### config.mk
export PLATFORM = sky130hd
export DESIGN_NAME = wb_sdram_arbiter_flat
export DESIGN_NICKNAME = d
export VERILOG_FILES = /design/src/rtl/wb_arb_pkg.sv /design/src/rtl/wishbone_b3.sv /design/src/rtl/wb_sdram_arbiter.sv /design/src/flat_wrapper.sv
export SDC_FILE = /design/constraint.sdc
export NUM_CORES = 1
export LEC_CHECK = 0
export CORE_AREA = 2 2 131 133
export CTS_CLUSTER_DIAMETER = 150
export DETAILED_ROUTE_END_ITERATION = 12
export DIE_AREA = 0 0 133 135
export SYNTH_ARGS = -nofsm -noshare
export SYNTH_HDL_FRONTEND = slang
export SYNTH_SLANG_ARGS = --single-unit
### constraint.sdc
create_clock -name clk -period 2.2 [get_ports clk]
set_input_delay 0.22 -clock clk [delete_from_list [all_inputs] [get_ports clk]]
set_output_delay 0.22 -clock clk [all_outputs]
set_load 0.02 [all_outputs]
### src/rtl/wb_arb_pkg.sv
// Shared types for the SDRAM Wishbone arbiter: FSM states and one-hot grant encoding.
// The ABORT state exists only when WB_ARB_TIMEOUT_EN is defined.
package wb_arb_pkg;

`ifdef WB_ARB_TIMEOUT_EN
    typedef enum logic [1:0] {
        IDLE    = 2'd0,
        GNT_CPU = 2'd1,
        GNT_DMA = 2'd2,
        ABORT   = 2'd3
    } arb_state_e;
`else
    typedef enum logic [1:0] {
        IDLE    = 2'd0,
        GNT_CPU = 2'd1,
        GNT_DMA = 2'd2
    } arb_state_e;
`endif

    // One-hot owner, bit 1 = DMA, bit 0 = CPU.
    typedef logic [1:0] grant_t;

    localparam grant_t GRANT_NONE = 2'b00;
    localparam grant_t GRANT_CPU  = 2'b01;
    localparam grant_t GRANT_DMA  = 2'b10;

endpackage

### src/rtl/wishbone_b3.sv
// Wishbone B3 bus bundle with master/slave views; dat_w flows master->slave, dat_r slave->master.
interface wishbone_b3 #(
    parameter int AW = 32,
    parameter int DW = 32
);
    logic [AW-1:0]   adr;
    logic [DW-1:0]   dat_w;
    logic [DW-1:0]   dat_r;
    logic [DW/8-1:0] sel;
    logic            we;
    logic            cyc;
    logic            stb;
    logic [2:0]      cti;
    logic [1:0]      bte;
    logic            ack;
    logic            err;

    modport master (
        output adr, dat_w, sel, we, cyc, stb, cti, bte,
        input  dat_r, ack, err
    );

    modport slave (
        input  adr, dat_w, sel, we, cyc, stb, cti, bte,
        output dat_r, ack, err
    );
endinterface

### src/rtl/wb_sdram_arbiter.sv
// Two-master (CPU, screen DMA) arbiter in front of a single SDRAM Wishbone port.
// Define WB_ARB_TIMEOUT_EN to add the ack wait counter and the one-cycle ABORT state.
module wb_sdram_arbiter
    import wb_arb_pkg::*;
#(
    parameter int TIMEOUT   = 1024,
    parameter bit DMA_FIRST = 1'b1
) (
    input  logic       clk,
    input  logic       rst,
    wishbone_b3.slave  cpu_bus,
    wishbone_b3.slave  dma_bus,
    wishbone_b3.master sdr_bus,
    input  logic       dma_urgent,
    output grant_t     grant
);

    if (TIMEOUT < 16 || TIMEOUT > 65535) begin : g_bad_timeout
        $error("wb_sdram_arbiter: TIMEOUT must be within 16..65535");
    end

    arb_state_e state_q, state_d;
    grant_t     grant_q, grant_d;
    logic       prio_dma_q, prio_dma_d;

`ifdef WB_ARB_TIMEOUT_EN
    localparam logic [15:0] WAIT_LIMIT = 16'(TIMEOUT - 1);

    logic [15:0] wait_q, wait_d;
    logic        granted;
    logic        timeout_hit;

    // Counter only runs while a master owns the bus; an ack always rescues the tenure.
    always_comb begin
        granted     = (state_q == GNT_CPU) || (state_q == GNT_DMA);
        wait_d      = wait_q;
        timeout_hit = 1'b0;
        if (!granted || sdr_bus.ack) begin
            wait_d = '0;
        end else begin
            timeout_hit = (wait_q == WAIT_LIMIT);
            if (sdr_bus.stb && wait_q != 16'hFFFF) begin
                wait_d = wait_q + 16'd1;
            end
        end
    end
`endif

    always_comb begin
        sdr_bus.adr   = '0;
        sdr_bus.dat_w = '0;
        sdr_bus.sel   = '0;
        sdr_bus.we    = 1'b0;
        sdr_bus.cyc   = 1'b0;
        sdr_bus.stb   = 1'b0;
        sdr_bus.cti   = '0;
        sdr_bus.bte   = '0;
        cpu_bus.ack   = 1'b0;
        cpu_bus.err   = 1'b0;
        cpu_bus.dat_r = sdr_bus.dat_r;
        dma_bus.ack   = 1'b0;
        dma_bus.err   = 1'b0;
        dma_bus.dat_r = sdr_bus.dat_r;
        case (state_q)
            GNT_CPU: begin
                sdr_bus.adr   = cpu_bus.adr;
                sdr_bus.dat_w = cpu_bus.dat_w;
                sdr_bus.sel   = cpu_bus.sel;
                sdr_bus.we    = cpu_bus.we;
                sdr_bus.cyc   = cpu_bus.cyc;
                sdr_bus.stb   = cpu_bus.stb;
                sdr_bus.cti   = cpu_bus.cti;
                sdr_bus.bte   = cpu_bus.bte;
                cpu_bus.ack   = sdr_bus.ack;
                cpu_bus.err   = sdr_bus.err;
            end
            GNT_DMA: begin
                sdr_bus.adr   = dma_bus.adr;
                sdr_bus.dat_w = dma_bus.dat_w;
                sdr_bus.sel   = dma_bus.sel;
                sdr_bus.we    = dma_bus.we;
                sdr_bus.cyc   = dma_bus.cyc;
                sdr_bus.stb   = dma_bus.stb;
                sdr_bus.cti   = dma_bus.cti;
                sdr_bus.bte   = dma_bus.bte;
                dma_bus.ack   = sdr_bus.ack;
                dma_bus.err   = sdr_bus.err;
            end
`ifdef WB_ARB_TIMEOUT_EN
            // grant_q still names the aborted owner during this cycle.
            ABORT: begin
                cpu_bus.err = (grant_q == GRANT_CPU);
                dma_bus.err = (grant_q == GRANT_DMA);
            end
`endif
            default: ;
        endcase
    end

    always_comb begin
        state_d    = state_q;
        prio_dma_d = prio_dma_q;
        case (state_q)
            IDLE: begin
                if (cpu_bus.cyc && dma_bus.cyc) begin
                    state_d = (dma_urgent || prio_dma_q) ? GNT_DMA : GNT_CPU;
                end else if (dma_bus.cyc) begin
                    state_d = GNT_DMA;
                end else if (cpu_bus.cyc) begin
                    state_d = GNT_CPU;
                end
                if (state_d == GNT_DMA) begin
                    prio_dma_d = 1'b0;
                end else if (state_d == GNT_CPU) begin
                    prio_dma_d = 1'b1;
                end
            end
            GNT_CPU: begin
                if (!cpu_bus.cyc) begin
                    state_d = IDLE;
`ifdef WB_ARB_TIMEOUT_EN
                end else if (timeout_hit) begin
                    state_d = ABORT;
`endif
                end
            end
            GNT_DMA: begin
                if (!dma_bus.cyc) begin
                    state_d = IDLE;
`ifdef WB_ARB_TIMEOUT_EN
                end else if (timeout_hit) begin
                    state_d = ABORT;
`endif
                end
            end
            default: state_d = IDLE;
        endcase

        case (state_d)
            GNT_CPU: grant_d = GRANT_CPU;
            GNT_DMA: grant_d = GRANT_DMA;
`ifdef WB_ARB_TIMEOUT_EN
            ABORT:   grant_d = grant_q;
`endif
            default: grant_d = GRANT_NONE;
        endcase
    end

    always_ff @(posedge clk) begin
        if (rst) begin
            state_q    <= IDLE;
            grant_q    <= GRANT_NONE;
            prio_dma_q <= DMA_FIRST;
`ifdef WB_ARB_TIMEOUT_EN
            wait_q     <= '0;
`endif
        end else begin
            state_q    <= state_d;
            grant_q    <= grant_d;
            prio_dma_q <= prio_dma_d;
`ifdef WB_ARB_TIMEOUT_EN
            wait_q     <= wait_d;
`endif
        end
    end

    assign grant = grant_q;

endmodule

### src/flat_wrapper.sv
// flat-port wrapper written by rule: the top's interface ports become plain ports
module wb_sdram_arbiter_flat import wb_arb_pkg::*;
#(
    parameter int TIMEOUT   = 1024,
    parameter bit DMA_FIRST = 1'b1
)
  (clk, rst, dma_urgent, grant, cpu_bus_adr, cpu_bus_dat_w, cpu_bus_sel, cpu_bus_we, cpu_bus_cyc, cpu_bus_stb, cpu_bus_cti, cpu_bus_bte, cpu_bus_dat_r, cpu_bus_ack, cpu_bus_err, dma_bus_adr, dma_bus_dat_w, dma_bus_sel, dma_bus_we, dma_bus_cyc, dma_bus_stb, dma_bus_cti, dma_bus_bte, dma_bus_dat_r, dma_bus_ack, dma_bus_err, sdr_bus_adr, sdr_bus_dat_w, sdr_bus_sel, sdr_bus_we, sdr_bus_cyc, sdr_bus_stb, sdr_bus_cti, sdr_bus_bte, sdr_bus_dat_r, sdr_bus_ack, sdr_bus_err);
  wishbone_b3 cpu_bus_i ();
  wishbone_b3 dma_bus_i ();
  wishbone_b3 sdr_bus_i ();
  input  logic clk;
  input  logic rst;
  input  logic dma_urgent;
  output grant_t grant;
  input wire logic [$bits(cpu_bus_i.adr)-1:0] cpu_bus_adr;
  input wire logic [$bits(cpu_bus_i.dat_w)-1:0] cpu_bus_dat_w;
  input wire logic [$bits(cpu_bus_i.sel)-1:0] cpu_bus_sel;
  input wire logic [$bits(cpu_bus_i.we)-1:0] cpu_bus_we;
  input wire logic [$bits(cpu_bus_i.cyc)-1:0] cpu_bus_cyc;
  input wire logic [$bits(cpu_bus_i.stb)-1:0] cpu_bus_stb;
  input wire logic [$bits(cpu_bus_i.cti)-1:0] cpu_bus_cti;
  input wire logic [$bits(cpu_bus_i.bte)-1:0] cpu_bus_bte;
  output wire logic [$bits(cpu_bus_i.dat_r)-1:0] cpu_bus_dat_r;
  output wire logic [$bits(cpu_bus_i.ack)-1:0] cpu_bus_ack;
  output wire logic [$bits(cpu_bus_i.err)-1:0] cpu_bus_err;
  input wire logic [$bits(dma_bus_i.adr)-1:0] dma_bus_adr;
  input wire logic [$bits(dma_bus_i.dat_w)-1:0] dma_bus_dat_w;
  input wire logic [$bits(dma_bus_i.sel)-1:0] dma_bus_sel;
  input wire logic [$bits(dma_bus_i.we)-1:0] dma_bus_we;
  input wire logic [$bits(dma_bus_i.cyc)-1:0] dma_bus_cyc;
  input wire logic [$bits(dma_bus_i.stb)-1:0] dma_bus_stb;
  input wire logic [$bits(dma_bus_i.cti)-1:0] dma_bus_cti;
  input wire logic [$bits(dma_bus_i.bte)-1:0] dma_bus_bte;
  output wire logic [$bits(dma_bus_i.dat_r)-1:0] dma_bus_dat_r;
  output wire logic [$bits(dma_bus_i.ack)-1:0] dma_bus_ack;
  output wire logic [$bits(dma_bus_i.err)-1:0] dma_bus_err;
  output wire logic [$bits(sdr_bus_i.adr)-1:0] sdr_bus_adr;
  output wire logic [$bits(sdr_bus_i.dat_w)-1:0] sdr_bus_dat_w;
  output wire logic [$bits(sdr_bus_i.sel)-1:0] sdr_bus_sel;
  output wire logic [$bits(sdr_bus_i.we)-1:0] sdr_bus_we;
  output wire logic [$bits(sdr_bus_i.cyc)-1:0] sdr_bus_cyc;
  output wire logic [$bits(sdr_bus_i.stb)-1:0] sdr_bus_stb;
  output wire logic [$bits(sdr_bus_i.cti)-1:0] sdr_bus_cti;
  output wire logic [$bits(sdr_bus_i.bte)-1:0] sdr_bus_bte;
  input wire logic [$bits(sdr_bus_i.dat_r)-1:0] sdr_bus_dat_r;
  input wire logic [$bits(sdr_bus_i.ack)-1:0] sdr_bus_ack;
  input wire logic [$bits(sdr_bus_i.err)-1:0] sdr_bus_err;
  assign cpu_bus_i.adr = cpu_bus_adr;
  assign cpu_bus_i.dat_w = cpu_bus_dat_w;
  assign cpu_bus_i.sel = cpu_bus_sel;
  assign cpu_bus_i.we = cpu_bus_we;
  assign cpu_bus_i.cyc = cpu_bus_cyc;
  assign cpu_bus_i.stb = cpu_bus_stb;
  assign cpu_bus_i.cti = cpu_bus_cti;
  assign cpu_bus_i.bte = cpu_bus_bte;
  assign cpu_bus_dat_r = cpu_bus_i.dat_r;
  assign cpu_bus_ack = cpu_bus_i.ack;
  assign cpu_bus_err = cpu_bus_i.err;
  assign dma_bus_i.adr = dma_bus_adr;
  assign dma_bus_i.dat_w = dma_bus_dat_w;
  assign dma_bus_i.sel = dma_bus_sel;
  assign dma_bus_i.we = dma_bus_we;
  assign dma_bus_i.cyc = dma_bus_cyc;
  assign dma_bus_i.stb = dma_bus_stb;
  assign dma_bus_i.cti = dma_bus_cti;
  assign dma_bus_i.bte = dma_bus_bte;
  assign dma_bus_dat_r = dma_bus_i.dat_r;
  assign dma_bus_ack = dma_bus_i.ack;
  assign dma_bus_err = dma_bus_i.err;
  assign sdr_bus_adr = sdr_bus_i.adr;
  assign sdr_bus_dat_w = sdr_bus_i.dat_w;
  assign sdr_bus_sel = sdr_bus_i.sel;
  assign sdr_bus_we = sdr_bus_i.we;
  assign sdr_bus_cyc = sdr_bus_i.cyc;
  assign sdr_bus_stb = sdr_bus_i.stb;
  assign sdr_bus_cti = sdr_bus_i.cti;
  assign sdr_bus_bte = sdr_bus_i.bte;
  assign sdr_bus_i.dat_r = sdr_bus_dat_r;
  assign sdr_bus_i.ack = sdr_bus_ack;
  assign sdr_bus_i.err = sdr_bus_err;
  wb_sdram_arbiter #(.TIMEOUT(TIMEOUT), .DMA_FIRST(DMA_FIRST)) u_core (.clk(clk), .rst(rst), .cpu_bus(cpu_bus_i), .dma_bus(dma_bus_i), .sdr_bus(sdr_bus_i), .dma_urgent(dma_urgent), .grant(grant));
endmodule
==> impl_metrics.tcl <==
set metrics [dict create \
    drv_slew 0 \
    rsz0062_at_grt "false" \
    vias 2568 \
    synth_cell_types 24 \
    grt_pass1_vias 2664 \
    worstPathArrival_ps 1900 \
    status "complete, no violations" \
    endpoint_kind "primary output" \
    grt_use_met2_pct 18.94 \
    drc_errors 0 \
    synth_edf_count 0 \
    min_period_ps 2116 \
    required_ps 1980 \
    h-tree-depth 1 \
    drt-initial-drc-count 58 \
    drt-total-wl_um 10110 \
    min_path_type "input pin to primary output" \
    synth_top_area_cell "a22oi_1" \
    cts_tree "done" \
    cts_buffers 3 \
    seq_area_frac_synth_pct 5.083 \
    grt_first_pass_wirelength_um 14500 \
    antennaDiodeCount 0 \
    p_int_mw 0.8774 \
    drive_gt1_share_pct 6.207 \
    ys_seq_elements 5 \
    relSlewSlack_pct 79.38 \
    port_buffers 238 \
    yosys_warnings 0 \
    clk_latency_ps 230 \
    yosys-top-cells-count "75 x a22oi_1, 75 x nor2b_1, 64 x buf_4" \
    syn-cell-area_mm2 0.001969 \
    path_clk_slew_ps 30 \
    drtPass1Iterations 4 \
    ctsHoldBuffers 0 \
    worstPathMaxFanout 34 \
    hold_start "sdr_bus_dat_r[16]" \
    grt-ovfl-total 0 \
    postSynthCellCount 276 \
    swShare_pct 35.91 \
    synthArstFlopShare_pct 0 \
    postCtsSetupRepairBufs 0 \
    reg2reg_from "u_core.prio_dma_q$_SDFFE_PP1P_" \
    seq_power_share_pct 8.0 \
    die_y_um 135 \
    synth.top_cell.area_share_pct 28.59 \
    synthTopCellsByArea "a22oi_1 29%, buf_4 24%, nor2b_1 24%, dfxtp_1 5.1%, ha_1 3.2%" \
    postSynthNetCount 470 \
    hpwl_um 8230 \
    grt_max_degree 44 \
    cap_violations 0 \
    use_met1_pct 10.61 \
    syn2layout_area_growth_pct 110.4 \
    io_pins 335 \
    grt.total_usage_pct 10.10 \
    dpl-instance-area_mm2 0.004144 \
    p_per_area_mw_per_mm2 330.4 \
    viasPerCell 3.921 \
    initial_core_util_pct 12.00 \
    gp_congestion 0.7535 \
    top_usage_layer "met2" \
    core_area_mm2 0.01641 \
    clkPwrFrac_pct 22.4 \
    fmax_mhz 472.6 \
    fin_crit_sh_pct 96.17 \
    synth_ff_type "dfxtp_1" \
    startpoint "u_core.state_q[0]$_SDFF_PP0_" \
    path_class "flip-flop to primary output" \
    fp.dieW_um 133 \
    clock_sinks 5 \
    root_buffer "clkbuf_16" \
    start_kind "flip-flop" \
    fin_tns_setup_ps 0 \
    leakagePower_nw 1.699 \
    use_met3_pct 2.928 \
    post_cts_resized 68 \
    avgSynthCellArea_um2 7.135 \
    n_fill_cell 1779 \
    hold_viol_final 0 \
    setup_viol 0 \
    design_area_mm2 0.004143 \
    skew_ps 1.771 \
    dieArea_mm2 0.01796 \
    ir_drop_mv 0.1901 \
    ant_nets 0 \
    worst_pin_slew_ps 308.6 \
    finalNetCount 630 \
    rows 47 \
    power_frac_comb_pct 69.6 \
    grt_antenna_before_repair 0 \
    wire_per_inst_um 15.44 \
    netSwitchingPower_mw 0.4916 \
    cts_buffer_depth 2 \
]
==> flip-flops by register name (all words and copies together) (netlist names) <==
signal             cells
u_core.grant           2
u_core.state_q         2
u_core.prio_dma_q      1
==> cell families (layout without fill, tap and decap cells) <==
group / count (synthesis) / count (layout) / synth area share (%)
adder cells (fa/ha/maj): 5 / 5 / 3.177
AND/OR/NAND/NOR: 95 / 95 / 29.86
buffers and inverters: 92 / 251 / 31.26
flip-flops: 5 / 5 / 5.083
AO/OA/AOI/OAI: 79 / 79 / 30.62
==> critical path, stage by stage, from the launching register on <==
cell and delay [ps]:
dfxtp_1 420, inv_1 110, ha_2 390, buf_12 180
nor2b_1 220, clkdlybuf4s15_1 330
==> cells in the final DEF, fill, tap and decap left out, drive strengths merged <==
master and count:
dlymetal6s2s 3, inv 2, or3b 1, nor2 2, dfxtp 5, clkdlybuf4s50 158, nand2b 1, nor2b 75
nor3 1, nor4 1, buf 16, ha 5, clkdlybuf4s15 1, nand3b 1, a32oi 1, o21ai 1
a211o 1, and2 6, or2 1, a22o 1, nand2 3, nand3 2, dlygate4sd2 66, clkbuf 5
a22oi 75, and3 1
==> power groups by stage <==
| stage | combinational, mW | clock [mW] | sequential (mW) |
|---|---|---|---|
| 2_1_floorplan | 0.609 | 0 | 0.112 |
| 6_report | 0.953 | 0.307 | 0.109 |
| 3_3_place_gp | 1.00 | 0 | 0.109 |
| 5_1_grt | 1.02 | 0.320 | 0.110 |
| 4_1_cts | 0.977 | 0.312 | 0.109 |
| 3_5_place_dp | 1.02 | 0 | 0.110 |
==> per-stage QoR <==
| stage | std cells | total power, mW | setup slack, ps | hold WS (ps) | utilization, % |
|---|---|---|---|---|---|
| global placement | 651 | 1.111 | 69.18 | 440.2 | 25.26 |
| global route | 655 | 1.452 | 0.8507 | 440.0 | 25.25 |
| CTS | 655 | 1.397 | 9.095 | 440.2 | 25.22 |
| finish | 655 | 1.369 | 84.20 | 440.0 | 25.25 |
| floorplan | 276 | 0.7208 | 423.7 | 293.5 | - |
| detailed placement | 651 | 1.128 | 12.74 | 440.2 | 25.26 |
==> final cells by class <==
cell class	instances	area (um2)	area share, %
timing repair buffer	245	2420	58.41
multi-input combinational	179	1261	30.44
tap	220	275.3	6.645
sequential	5	100.1	2.416
clock buffer	4	78.83	1.903
inverter	2	7.507	0.1812
==> path summary, 6_finish.rpt <==
| check | to | slack, ps | cells after the start |
|---|---|---|---|
| worst max-delay path | sdr_bus_cti[1] | 80 | 5 |
| worst min-delay path | cpu_bus_dat_r[16] | 440 | 0 |
| worst max register to register | u_core.prio_dma_q$_SDFFE_PP1P_ | 430 | 6 |
| worst min register to register | u_core.prio_dma_q$_SDFFE_PP1P_ | 460 | 1 |
==> layer usage <==
| layer | vias to the layer above | wire length [um] |
|---|---|---|
| li1 | 1222 | - |
| met1 | 1147 | 3633 |
| met2 | 157 | 5193 |
| met3 | 42 | 930 |
| met4 | 0 | 357 |
| met5 | - | 0 |
(Power assumes the default switching activity.)
